$ cat src/rtl/mdu_if.sv
// Decode/execute side handshake and register-file write port of the RV32M multiply/divide unit.
interface mdu_if;
  logic        start_i;
  logic [2:0]  op_i;
  logic [31:0] rs1_data_i;
  logic [31:0] rs2_data_i;
  logic [4:0]  rd_addr_i;
  logic        flush_i;
  logic        busy_o;
  logic [31:0] rd_data_o;
  logic [4:0]  rd_addr_o;
  logic        rd_wen_o;

  modport master (
    output start_i, op_i, rs1_data_i, rs2_data_i, rd_addr_i, flush_i,
    input  busy_o, rd_data_o, rd_addr_o, rd_wen_o
  );

  modport slave (
    input  start_i, op_i, rs1_data_i, rs2_data_i, rd_addr_i, flush_i,
    output busy_o, rd_data_o, rd_addr_o, rd_wen_o
  );
endinterface

$ cat src/rtl/mdu.sv
// Iterative RV32M multiply/divide unit: 32-step shift-add multiply, 32-step restoring divide.
// Defining MDU_FAST_MUL_EN replaces the iterative multiply with a single-cycle 64-bit multiply.
module mdu (
  input  logic  clk,
  input  logic  rst,
  mdu_if.slave  bus
);

  typedef enum logic [1:0] {IDLE, MUL, DIV, DONE} state_t;

  state_t      r_state;
  state_t      w_nextState;
  logic [4:0]  r_count;
  logic [4:0]  r_rdAddr;
  logic [4:0]  r_rdAddrOut;
  logic [31:0] r_rdData;
  logic        r_neg;
  logic        r_sel;
  logic [31:0] r_opB;
  logic [31:0] r_quot;
  logic [31:0] r_rem;

  logic        w_accept;
  logic        w_lastIter;
  logic        w_isDiv;
  logic        w_aSigned;
  logic        w_bSigned;
  logic        w_aNeg;
  logic        w_bNeg;
  logic [31:0] w_aMag;
  logic [31:0] w_bMag;
  logic        w_neg;
  logic        w_sel;
  logic        w_divZero;
  logic        w_divOvf;
  logic        w_special;
  logic [31:0] w_specialResult;

  logic [32:0] w_partial;
  logic [32:0] w_diff;
  logic        w_fits;
  logic [31:0] w_remNext;
  logic [31:0] w_quotNext;
  logic [31:0] w_divMag;
  logic [31:0] w_divResult;

  assign w_accept   = bus.start_i && (r_state == IDLE) && !bus.flush_i;
  assign w_lastIter = (r_count == 5'd31);

  // Operand conditioning on accept: magnitudes plus the sign the final result must carry.
  assign w_isDiv   = bus.op_i[2];
  assign w_aSigned = w_isDiv ? ~bus.op_i[0] : (bus.op_i[1:0] != 2'b11);
  assign w_bSigned = w_isDiv ? ~bus.op_i[0] : ~bus.op_i[1];
  assign w_aNeg    = w_aSigned & bus.rs1_data_i[31];
  assign w_bNeg    = w_bSigned & bus.rs2_data_i[31];
  assign w_aMag    = w_aNeg ? (32'd0 - bus.rs1_data_i) : bus.rs1_data_i;
  assign w_bMag    = w_bNeg ? (32'd0 - bus.rs2_data_i) : bus.rs2_data_i;
  assign w_neg     = (w_isDiv && bus.op_i[1]) ? w_aNeg : (w_aNeg ^ w_bNeg);
  assign w_sel     = w_isDiv ? bus.op_i[1] : (bus.op_i[1:0] != 2'b00);

  assign w_divZero = (bus.rs2_data_i == 32'd0);
  assign w_divOvf  = ~bus.op_i[0] && (bus.rs1_data_i == 32'h8000_0000) &&
                     (bus.rs2_data_i == 32'hFFFF_FFFF);
  assign w_special = w_isDiv && (w_divZero || w_divOvf);
  assign w_specialResult = w_divZero ? (bus.op_i[1] ? bus.rs1_data_i : 32'hFFFF_FFFF)
                                     : (bus.op_i[1] ? 32'd0 : 32'h8000_0000);

  // Restoring divide step: r_quot shifts the dividend out and the quotient bits in.
  assign w_partial   = {r_rem, r_quot[31]};
  assign w_diff      = w_partial - {1'b0, r_opB};
  assign w_fits      = ~w_diff[32];
  assign w_remNext   = w_fits ? w_diff[31:0] : w_partial[31:0];
  assign w_quotNext  = {r_quot[30:0], w_fits};
  assign w_divMag    = r_sel ? w_remNext : w_quotNext;
  assign w_divResult = r_neg ? (32'd0 - w_divMag) : w_divMag;

`ifdef MDU_FAST_MUL_EN
  logic [63:0] w_fastA;
  logic [63:0] w_fastB;
  logic [63:0] w_fastProd;
  logic [31:0] w_fastResult;

  assign w_fastA      = {{32{w_aNeg}}, bus.rs1_data_i};
  assign w_fastB      = {{32{w_bNeg}}, bus.rs2_data_i};
  assign w_fastProd   = w_fastA * w_fastB;
  assign w_fastResult = w_sel ? w_fastProd[63:32] : w_fastProd[31:0];
`else
  logic [63:0] r_prod;
  logic [32:0] w_addend;
  logic [32:0] w_sum;
  logic [63:0] w_prodNext;
  logic [63:0] w_prodSigned;
  logic [31:0] w_mulResult;

  // Shift-add step: the multiplier sits in the low half and is consumed one bit per cycle.
  assign w_addend     = r_prod[0] ? {1'b0, r_opB} : 33'd0;
  assign w_sum        = {1'b0, r_prod[63:32]} + w_addend;
  assign w_prodNext   = {w_sum, r_prod[31:1]};
  assign w_prodSigned = r_neg ? (64'd0 - w_prodNext) : w_prodNext;
  assign w_mulResult  = r_sel ? w_prodSigned[63:32] : w_prodSigned[31:0];
`endif

  always_ff @(posedge clk) begin
    if (rst) r_state <= IDLE;
    else     r_state <= w_nextState;
  end

  always_comb begin
    w_nextState = r_state;
    case (r_state)
      IDLE: begin
        if (w_accept) begin
          if (w_isDiv) w_nextState = w_special ? DONE : DIV;
`ifdef MDU_FAST_MUL_EN
          else         w_nextState = DONE;
`else
          else         w_nextState = MUL;
`endif
        end
      end
`ifndef MDU_FAST_MUL_EN
      MUL:     if (w_lastIter) w_nextState = DONE;
`endif
      DIV:     if (w_lastIter) w_nextState = DONE;
      DONE:    w_nextState = IDLE;
      default: w_nextState = IDLE;
    endcase
    if (bus.flush_i) w_nextState = IDLE;
  end

  // Result registers only move when a DONE is actually entered, so a flush leaves them untouched.
  always_ff @(posedge clk) begin
    if (rst) begin
      r_count     <= 5'd0;
      r_rdAddr    <= 5'd0;
      r_rdAddrOut <= 5'd0;
      r_rdData    <= 32'd0;
      r_neg       <= 1'b0;
      r_sel       <= 1'b0;
      r_opB       <= 32'd0;
      r_quot      <= 32'd0;
      r_rem       <= 32'd0;
`ifndef MDU_FAST_MUL_EN
      r_prod      <= 64'd0;
`endif
    end else begin
      case (r_state)
        IDLE: begin
          if (w_accept) begin
            r_rdAddr <= bus.rd_addr_i;
            r_neg    <= w_neg;
            r_sel    <= w_sel;
            r_count  <= 5'd0;
            r_opB    <= w_bMag;
            r_quot   <= w_aMag;
            r_rem    <= 32'd0;
`ifndef MDU_FAST_MUL_EN
            r_prod   <= {32'd0, w_aMag};
`endif
            if (w_special) begin
              r_rdData    <= w_specialResult;
              r_rdAddrOut <= bus.rd_addr_i;
            end
`ifdef MDU_FAST_MUL_EN
            else if (!w_isDiv) begin
              r_rdData    <= w_fastResult;
              r_rdAddrOut <= bus.rd_addr_i;
            end
`endif
          end
        end
`ifndef MDU_FAST_MUL_EN
        MUL: begin
          r_prod  <= w_prodNext;
          r_count <= r_count + 5'd1;
          if (w_lastIter && !bus.flush_i) begin
            r_rdData    <= w_mulResult;
            r_rdAddrOut <= r_rdAddr;
          end
        end
`endif
        DIV: begin
          r_quot  <= w_quotNext;
          r_rem   <= w_remNext;
          r_count <= r_count + 5'd1;
          if (w_lastIter && !bus.flush_i) begin
            r_rdData    <= w_divResult;
            r_rdAddrOut <= r_rdAddr;
          end
        end
        default: ;
      endcase
    end
  end

  assign bus.busy_o    = (r_state != IDLE);
  assign bus.rd_wen_o  = (r_state == DONE) && (r_rdAddrOut != 5'd0);
  assign bus.rd_data_o = r_rdData;
  assign bus.rd_addr_o = r_rdAddrOut;

endmodule

$ cat src/flat_wrapper.sv
// flat-port wrapper written by rule: the top's interface ports become plain ports
module mdu_flat 
  (clk, rst, bus_start_i, bus_op_i, bus_rs1_data_i, bus_rs2_data_i, bus_rd_addr_i, bus_flush_i, bus_busy_o, bus_rd_data_o, bus_rd_addr_o, bus_rd_wen_o);
  mdu_if bus_i ();
  input  logic clk;
  input  logic rst;
  input wire logic [$bits(bus_i.start_i)-1:0] bus_start_i;
  input wire logic [$bits(bus_i.op_i)-1:0] bus_op_i;
  input wire logic [$bits(bus_i.rs1_data_i)-1:0] bus_rs1_data_i;
  input wire logic [$bits(bus_i.rs2_data_i)-1:0] bus_rs2_data_i;
  input wire logic [$bits(bus_i.rd_addr_i)-1:0] bus_rd_addr_i;
  input wire logic [$bits(bus_i.flush_i)-1:0] bus_flush_i;
  output wire logic [$bits(bus_i.busy_o)-1:0] bus_busy_o;
  output wire logic [$bits(bus_i.rd_data_o)-1:0] bus_rd_data_o;
  output wire logic [$bits(bus_i.rd_addr_o)-1:0] bus_rd_addr_o;
  output wire logic [$bits(bus_i.rd_wen_o)-1:0] bus_rd_wen_o;
  assign bus_i.start_i = bus_start_i;
  assign bus_i.op_i = bus_op_i;
  assign bus_i.rs1_data_i = bus_rs1_data_i;
  assign bus_i.rs2_data_i = bus_rs2_data_i;
  assign bus_i.rd_addr_i = bus_rd_addr_i;
  assign bus_i.flush_i = bus_flush_i;
  assign bus_busy_o = bus_i.busy_o;
  assign bus_rd_data_o = bus_i.rd_data_o;
  assign bus_rd_addr_o = bus_i.rd_addr_o;
  assign bus_rd_wen_o = bus_i.rd_wen_o;
  mdu u_core (.clk(clk), .rst(rst), .bus(bus_i));
endmodule
$ cat config.mk
export PLATFORM = sky130hd
export DESIGN_NAME = mdu_flat
export DESIGN_NICKNAME = d
export VERILOG_FILES = /design/src/rtl/mdu_if.sv /design/src/rtl/mdu.sv /design/src/flat_wrapper.sv
export SDC_FILE = /design/constraint.sdc
export NUM_CORES = 1
export LEC_CHECK = 0
export ABC_CLOCK_PERIOD_IN_PS = 5300
export CAP_MARGIN = 20
export CORE_ASPECT_RATIO = 0.7
export CORE_MARGIN = 5
export CORE_UTILIZATION = 48
export CTS_BUF_LIST = sky130_fd_sc_hd__clkbuf_2
export CTS_CLUSTER_SIZE = 28
export DETAILED_ROUTE_END_ITERATION = 8
export GPL_ROUTABILITY_DRIVEN = 0
export PLACE_DENSITY = 0.67
export SLEW_MARGIN = 15
export SYNTH_ARGS = -nofsm -noshare
export SYNTH_HDL_FRONTEND = slang
export SYNTH_SLANG_ARGS = --single-unit
export TNS_END_PERCENT = 10
$ cat constraint.sdc
create_clock -name clk -period 5.3 [get_ports clk]
set_clock_uncertainty 0.05 [all_clocks]
set_input_delay 1.325 -clock clk [delete_from_list [all_inputs] [get_ports clk]]
set_output_delay 1.325 -clock clk [all_outputs]
set_load 0.01 [all_outputs]
==> results of run 1 <==
-- final cells by class --
class                           count  area, um2
Multi-Input combinational cell   2098      12800
Fill cell                        3622      16630
Timing Repair Buffer              215       1946
Tap cell                          488      610.6
Clock inverter                     20      105.1
Inverter                           63      236.5
Antenna cell                        2      5.005
Sequential cell                   211       4229
Clock buffer                       70      350.3
-- kinds of logic after synthesis --
kind of cell / after synthesis
buffers and inverters: 224
and+or+nand+nor: 961
adders and majority gates: 77
xor gates and xnor gates: 178
DFF: 211
muxes: 48
AOI/OAI and AO/OA: 834
-- per-stage QoR --
step           area, um2  setup TNS [ps]
6_report           20280               0
5_1_grt            20280          -4.749
4_1_cts            20240               0
3_5_place_dp       19780          -500.6
3_3_place_gp       19760          -400.8
2_1_floorplan      17790               0
-- how the worst min path moves through the flow --
stage          cells after the start  slack [ps]                  endpoint                     start
2_1_floorplan                      2         390        u_core.r_rdAddr[0]        u_core.r_rdAddr[0]
3_3_place_gp                       2         390  u_core.bus.rd_data_o[19]  u_core.bus.rd_data_o[19]
3_5_place_dp                       2         400  u_core.bus.rd_data_o[19]  u_core.bus.rd_data_o[19]
4_1_cts                            2         410  u_core.bus.rd_data_o[19]  u_core.bus.rd_data_o[19]
5_1_grt                            2         430  u_core.bus.rd_data_o[18]  u_core.bus.rd_data_o[18]
6_report                           2         410  u_core.bus.rd_data_o[19]  u_core.bus.rd_data_o[19]
-- critical path, stage by stage (launching register included) --
cell       delay (ps)
dfxtp_1           360
and2_1            180
ha_1              210
fa_1              450
a211o_1           300
a2111oi_1         260
a211oi_1          100
nor3_2            250
or3b_4            420
or3_1             340
or4b_4            570
or3_4             430
o31ai_2           290
xor2_1            180
nand3_1           180
a32oi_2           310
a31oi_1           110
-- layout by cell type (no fill, tap or decap), drive strengths merged, types with 43 or more instances in the layout --
master,synthesis,routed
ha,75,75
dfxtp,211,211
xnor2,99,99
nand3,47,47
and2,50,50
xor2,79,79
nand2,240,240
a211oi,65,65
buf,23,102
a22oi,43,43
clkbuf,138,70
mux2i,44,44
o21ai,164,164
inv,61,62
a21oi,312,312
clkdlybuf4s50,0,113
nor3,47,47
nor2,382,382
-- power breakdown --
part | internal (W) | leakage [nW] | total (W) | switching [W]
logic | 0.000588 | 5.64 | 0.00167 | 0.00108
registers | 0.00166 | 1.71 | 0.00179 | 0.000127
clock network | 0.000409 | 0.344 | 0.00116 | 0.000746
-- cells in the mapped netlist, drive strengths merged (23+ instances only) --
library cell	n
nor2	382
a21oi	312
nand2	240
dfxtp	211
o21ai	164
clkbuf	138
xnor2	99
xor2	79
ha	75
a211oi	65
inv	61
and2	50
nand3	47
nor3	47
mux2i	44
a22oi	43
o31ai	39
or3	32
nor4	31
a31oi	27
nand4	25
buf	23
-- repair_timing --
item | 4_1_cts | 5_1_grt
setup buffers | 0 | 1
gates resized for setup | 0 | 8
setup endpoints to repair | 0 | 17
-- layer usage --
| metal | vias up | wire [um] |
|---|---|---|
| li1 | 9427 | - |
| met1 | 9716 | 30830 |
| met2 | 1214 | 29140 |
| met3 | 164 | 9456 |
| met4 | 2 | 2393 |
| met5 | - | 13 |
-- registers in the layout, indices dropped and copies added (netlist names) --
| register | cells |
|---|---|
| u_core.r_rem | 32 |
| u_core.r_neg | 1 |
| u_core.r_state | 2 |
| u_core.r_prod | 64 |
| u_core.r_count | 5 |
| u_core.r_quot | 32 |
| u_core.bus.rd_addr_o | 5 |
| u_core.bus.rd_data_o | 32 |
| u_core.r_sel | 1 |
| u_core.r_opB | 32 |
| u_core.r_rdAddr | 5 |
==> results.json, run 1 <==
{
  "finalPower_w": 0.004615,
  "area_growth_pct": 13.98,
  "antenna_found_initial": 2,
  "root_buffer": "clkbuf_2",
  "nets": 2797,
  "holdBufCountCts": 0,
  "cap_viol_max_count": 0,
  "initial_core_util_pct": 48.20,
  "synthAdderAreaFrac_pct": 5.499,
  "endpoint": "u_core.bus.rd_data_o[26]",
  "drc": 0,
  "hold_class": "reg2reg",
  "grt_util_met3_pct": 9.942,
  "syn_inst": 2533,
  "fmax_mhz": 194.3,
  "rr_worst_depth": 16,
  "cts_tree": "built",
  "peakVddDrop_uv": 125.5,
  "clk_latency_ps": 1010,
  "grt_pass1_vias": 18290,
  "die-height_um": 171.1,
  "grtUsageMet2_pct": 47.28,
  "seq_area_frac_synth_pct": 23.74,
  "synthFlopType": "dfxtp_1",
  "max-slew-margin-rel_pct": 28.60,
  "synthTopCellsByArea": "dfxtp_1 24%, a21oi_1 8.8%, nor2_1 8.1%, ha_1 5.3%, nand2_1 5.1%",
  "netlist_area_mm2": 0.01779,
  "ys_warn_count": 0,
  "synthArstFlopShare_pct": 0,
  "synth-seq-cells": 211,
  "worstPathMaxFanout": 3,
  "drt_iter0_markers": 2761,
  "p_leak_nw": 7.694,
  "ioPinCount": 115,
  "grt-busiest-layer": "met1",
  "fin_cells": 3167,
  "final_hold_viol_count": 0,
  "worstSetupPathType": "reg2reg",
  "syn_area_per_cell_um2": 7.024,
  "fin_crit_sh_pct": 97.10,
  "drt_wl_total_mm": 71.84,
  "routed-via-count": 20520,
  "cts_buffers": 55,
  "die_x_um": 240.1,
  "finish.utilization_pct": 54.94,
  "setup_viol": 0,
  "grt_start_max_net_pins": 97,
  "dr.pass1.iters": 6,
  "synth_compound_area_share_pct": 29.21,
  "grtUsageTotal_pct": 33.35,
  "setup_slack_ps": 153.7,
  "synth_top_area_cell": "dfxtp_1",
  "max_slew.worst_pin.slew_ps": 1069,
  "groute.layer.met1.usage_pct": 48.85,
  "post-place-ws_ps": -147.5,
  "synth_edf_count": 0,
  "finalMaxSlewViolations": 0,
  "power_density_mw_per_mm2": 227.6,
  "postRouteAntennaNets": 0,
  "vias_per_cell": 6.480,
  "whs_ps": 408.7,
  "hpwl_mm": 55.06,
  "yosys.cell_types.count": 84,
  "clock_tree.buffer_depth": 3,
  "syn_nets": 2686,
  "post-route-min-period_ps": 5146,
  "core-area_mm2": 0.03691,
  "drive_above_1_share_pct": 8.405,
  "regToRegSetupSlack_ps": 150,
  "cts_sinks": 211,
  "post-place-cells": 3074,
  "io_buffers": 114,
  "die_area_mm2": 0.04108,
  "grt_pass1_wl_mm": 107.9,
  "r2r-end": "u_core.bus.rd_data_o[26]",
  "synth-xor-area-share_pct": 8.762,
  "critical_path_arrival_ps": 5910,
  "h-tree-depth": 2,
  "synth_top_cell_area_share_pct": 23.74,
  "synth_top_family_by_area": "compound AO/OA/AOI/OAI gates",
  "crit_required_ps": 6060,
  "r2r-start": "u_core.r_opB[0]",
  "cp-startpoint": "u_core.r_opB[0]",
  "synthSimpleGateAreaFrac_pct": 25.26,
  "status": "complete, no violations",
  "endpoint_kind": "flop",
  "synth.area.mux_share_pct": 2.729,
  "row_count": 59,
  "startpoint_type": "flop",
  "wl_per_cell_um": 22.68,
  "grt-ovfl-total": 0,
  "clkSlewWorstSetupHoldPaths_ps": 110
}
(Power assumes the default switching activity.)
==> run 2: changes to the inputs <==
Settings changed: CORE_ASPECT_RATIO 0.7 to 1.4, GPL_ROUTABILITY_DRIVEN 0 to unset, SLEW_MARGIN 15 to unset.
==> results.json, run 2 (synthesized netlist as in run 1, its figures left out) <==
{
  "status": "complete, no violations",
  "area_growth_pct": 14.93,
  "rsz0062_at_grt": "true",
  "drt_iter0_markers": 2120,
  "power_density_mw_per_mm2": 225.2,
  "regToRegSetupSlack_ps": 250,
  "finish.utilization_pct": 55.78,
  "wl_per_cell_um": 22.98,
  "hold_class": "reg2reg",
  "setup-tns-final_ps": 0,
  "swShare_pct": 41.24,
  "rr_worst_depth": 16,
  "drive_above_1_share_pct": 9.660,
  "io_buffers": 114,
  "die-height_um": 237.8,
  "grt_pass1_vias": 18320,
  "vias_per_cell": 6.258,
  "seq_power_share_pct": 38.3,
  "p_leak_nw": 7.844,
  "post-place-ws_ps": -189.0,
  "root_buffer": "clkbuf_2",
  "worstSetupPathType": "reg2reg",
  "nets": 2828,
  "peakVddDrop_uv": 153.7,
  "p_clk_share_pct": 25.7,
  "cts_sinks": 211,
  "drc": 0,
  "clk_latency_ps": 1010,
  "fmax_mhz": 198.1,
  "cts_setup_buffers": 0,
  "hpwl_mm": 56.88,
  "grt_pass1_wl_mm": 109.4,
  "routed-via-count": 19840,
  "final_common_cell": "nor2_1",
  "crit_required_ps": 6120,
  "finalMaxSlewViolations": 0,
  "post-place-cells": 3083,
  "gp_congestion": 1.019,
  "worstHoldPathCells": 2,
  "max-slew-margin-rel_pct": 33.47,
  "holdPathEnd": "u_core.bus.rd_data_o[19]",
  "clkSlewWorstSetupHoldPaths_ps": 110,
  "endpoint_kind": "flop",
  "whs_ps": 409.1,
  "postRouteAntennaNets": 0,
  "setup_slack_ps": 251.0,
  "holdCritStartpoint": "u_core.bus.rd_data_o[19]",
  "die_x_um": 172.7,
  "antenna_found_initial": 1,
  "pwr-share-comb_pct": 36.0,
  "fin_cells": 3170,
  "largest_register_ffs": 64,
  "intPower_w": 0.002706,
  "h-tree-depth": 2,
  "grt_start_max_net_pins": 96,
  "drt_wl_total_mm": 72.85,
  "worstPathMaxFanout": 3,
  "initial_core_util_pct": 48.53,
  "fin_crit_sh_pct": 95.26,
  "r2r-end": "u_core.bus.rd_data_o[26]",
  "setup_viol": 0,
  "grt-ovfl-total": 0,
  "final_cell_mix": "380 x nor2_1, 307 x a21oi_1, 240 x nand2_1",
  "core-area_mm2": 0.03666,
  "post-route-min-period_ps": 5049,
  "row_count": 83,
  "clock_tree.buffer_depth": 3,
  "cts_buffers": 57,
  "power.switching_w": 0.001899,
  "cts_tree": "built",
  "max_slew.worst_pin.slew_ps": 997.9,
  "grtUsageTotal_pct": 33.56,
  "cap_viol_max_count": 0,
  "startpoint_type": "flop",
  "die_area_mm2": 0.04107,
  "r2r-start": "u_core.r_prod[0]",
  "ioPinCount": 115,
  "final_hold_viol_count": 0,
  "critical_path_arrival_ps": 5870,
  "dr.pass1.iters": 6,
  "top_register": "u_core.r_prod"
}
## run 2: cell types whose count changed in the layout (fill, tap and decap cells not counted), sizes merged
cell,change
clkbuf,+9
inv,-1
diode,-1
clkinv,-12
buf,+29
## run 2: worst max-delay path by stage
stage	start	to	slack (ps)	cells past startpoint
floorplan	bus_rs2_data_i[0]	u_core.bus.rd_data_o[29]	330	15
global placement	bus_rs2_data_i[0]	u_core.bus.rd_data_o[30]	-100	17
detailed placement	bus_rs2_data_i[1]	u_core.bus.rd_data_o[30]	-190	17
CTS	u_core.r_prod[0]	u_core.bus.rd_data_o[26]	210	16
global route	u_core.r_prod[0]	u_core.bus.rd_data_o[31]	-3	15
finish	u_core.r_prod[0]	u_core.bus.rd_data_o[26]	250	16
## run 2: power groups by stage
stage / sequential (W) / combinational, W / clock (W)
6_report: 0.00176 / 0.00166 / 0.00119
5_1_grt: 0.00177 / 0.00178 / 0.00130
4_1_cts: 0.00176 / 0.00163 / 0.00122
3_5_place_dp: 0.00180 / 0.00162 / 0
3_3_place_gp: 0.00179 / 0.00161 / 0
2_1_floorplan: 0.00176 / 0.00102 / 0
## run 2: layer usage
layer	vias up	GRT usage, %	share of wire [%]
met4	0	22.19	7.6
met2	929	54.29	45
met5	-	0	0
li1	9496	-	-
met1	9228	42.15	40
met3	185	3.913	6.8
## run 2: stage by stage
step	total power, W	instance area [um2]
6_report	0.004605	20450
5_1_grt	0.004845	20450
4_1_cts	0.004600	20420
3_5_place_dp	0.003413	19970
3_3_place_gp	0.003400	19970
2_1_floorplan	0.002780	17790
## run 2: repair_timing
| item | in CTS | in global routing |
|---|---|---|
| setup endpoints to repair | 0 | 6 |
| resized for setup | 0 | 6 |
| hold buffers | 0 | 0 |
## run 2: layout make-up
type                            instances  area, um2
Clock inverter                          7      55.05
Sequential cell                       211       4229
Fill cell                            3689      16210
Tap cell                              467      584.3
Inverter                               63      236.5
Antenna cell                            1      2.502
Timing Repair Buffer                  244       2156
Clock buffer                           79      395.4
Multi-Input combinational cell       2098      12790
## run 2: critical path, stage by stage, from the launching register on
cell and delay [ps]:
dfxtp_1 360, and2_1 150, ha_1 220, fa_1 430
a211o_1 290, a2111oi_0 290, a211oi_1 100, nor3_1 240
or3b_4 420, or3_1 330, or4b_4 560, or3_4 410
o31ai_2 280, xor2_1 210, nand3_1 130, a32oi_2 360
a31oi_1 120
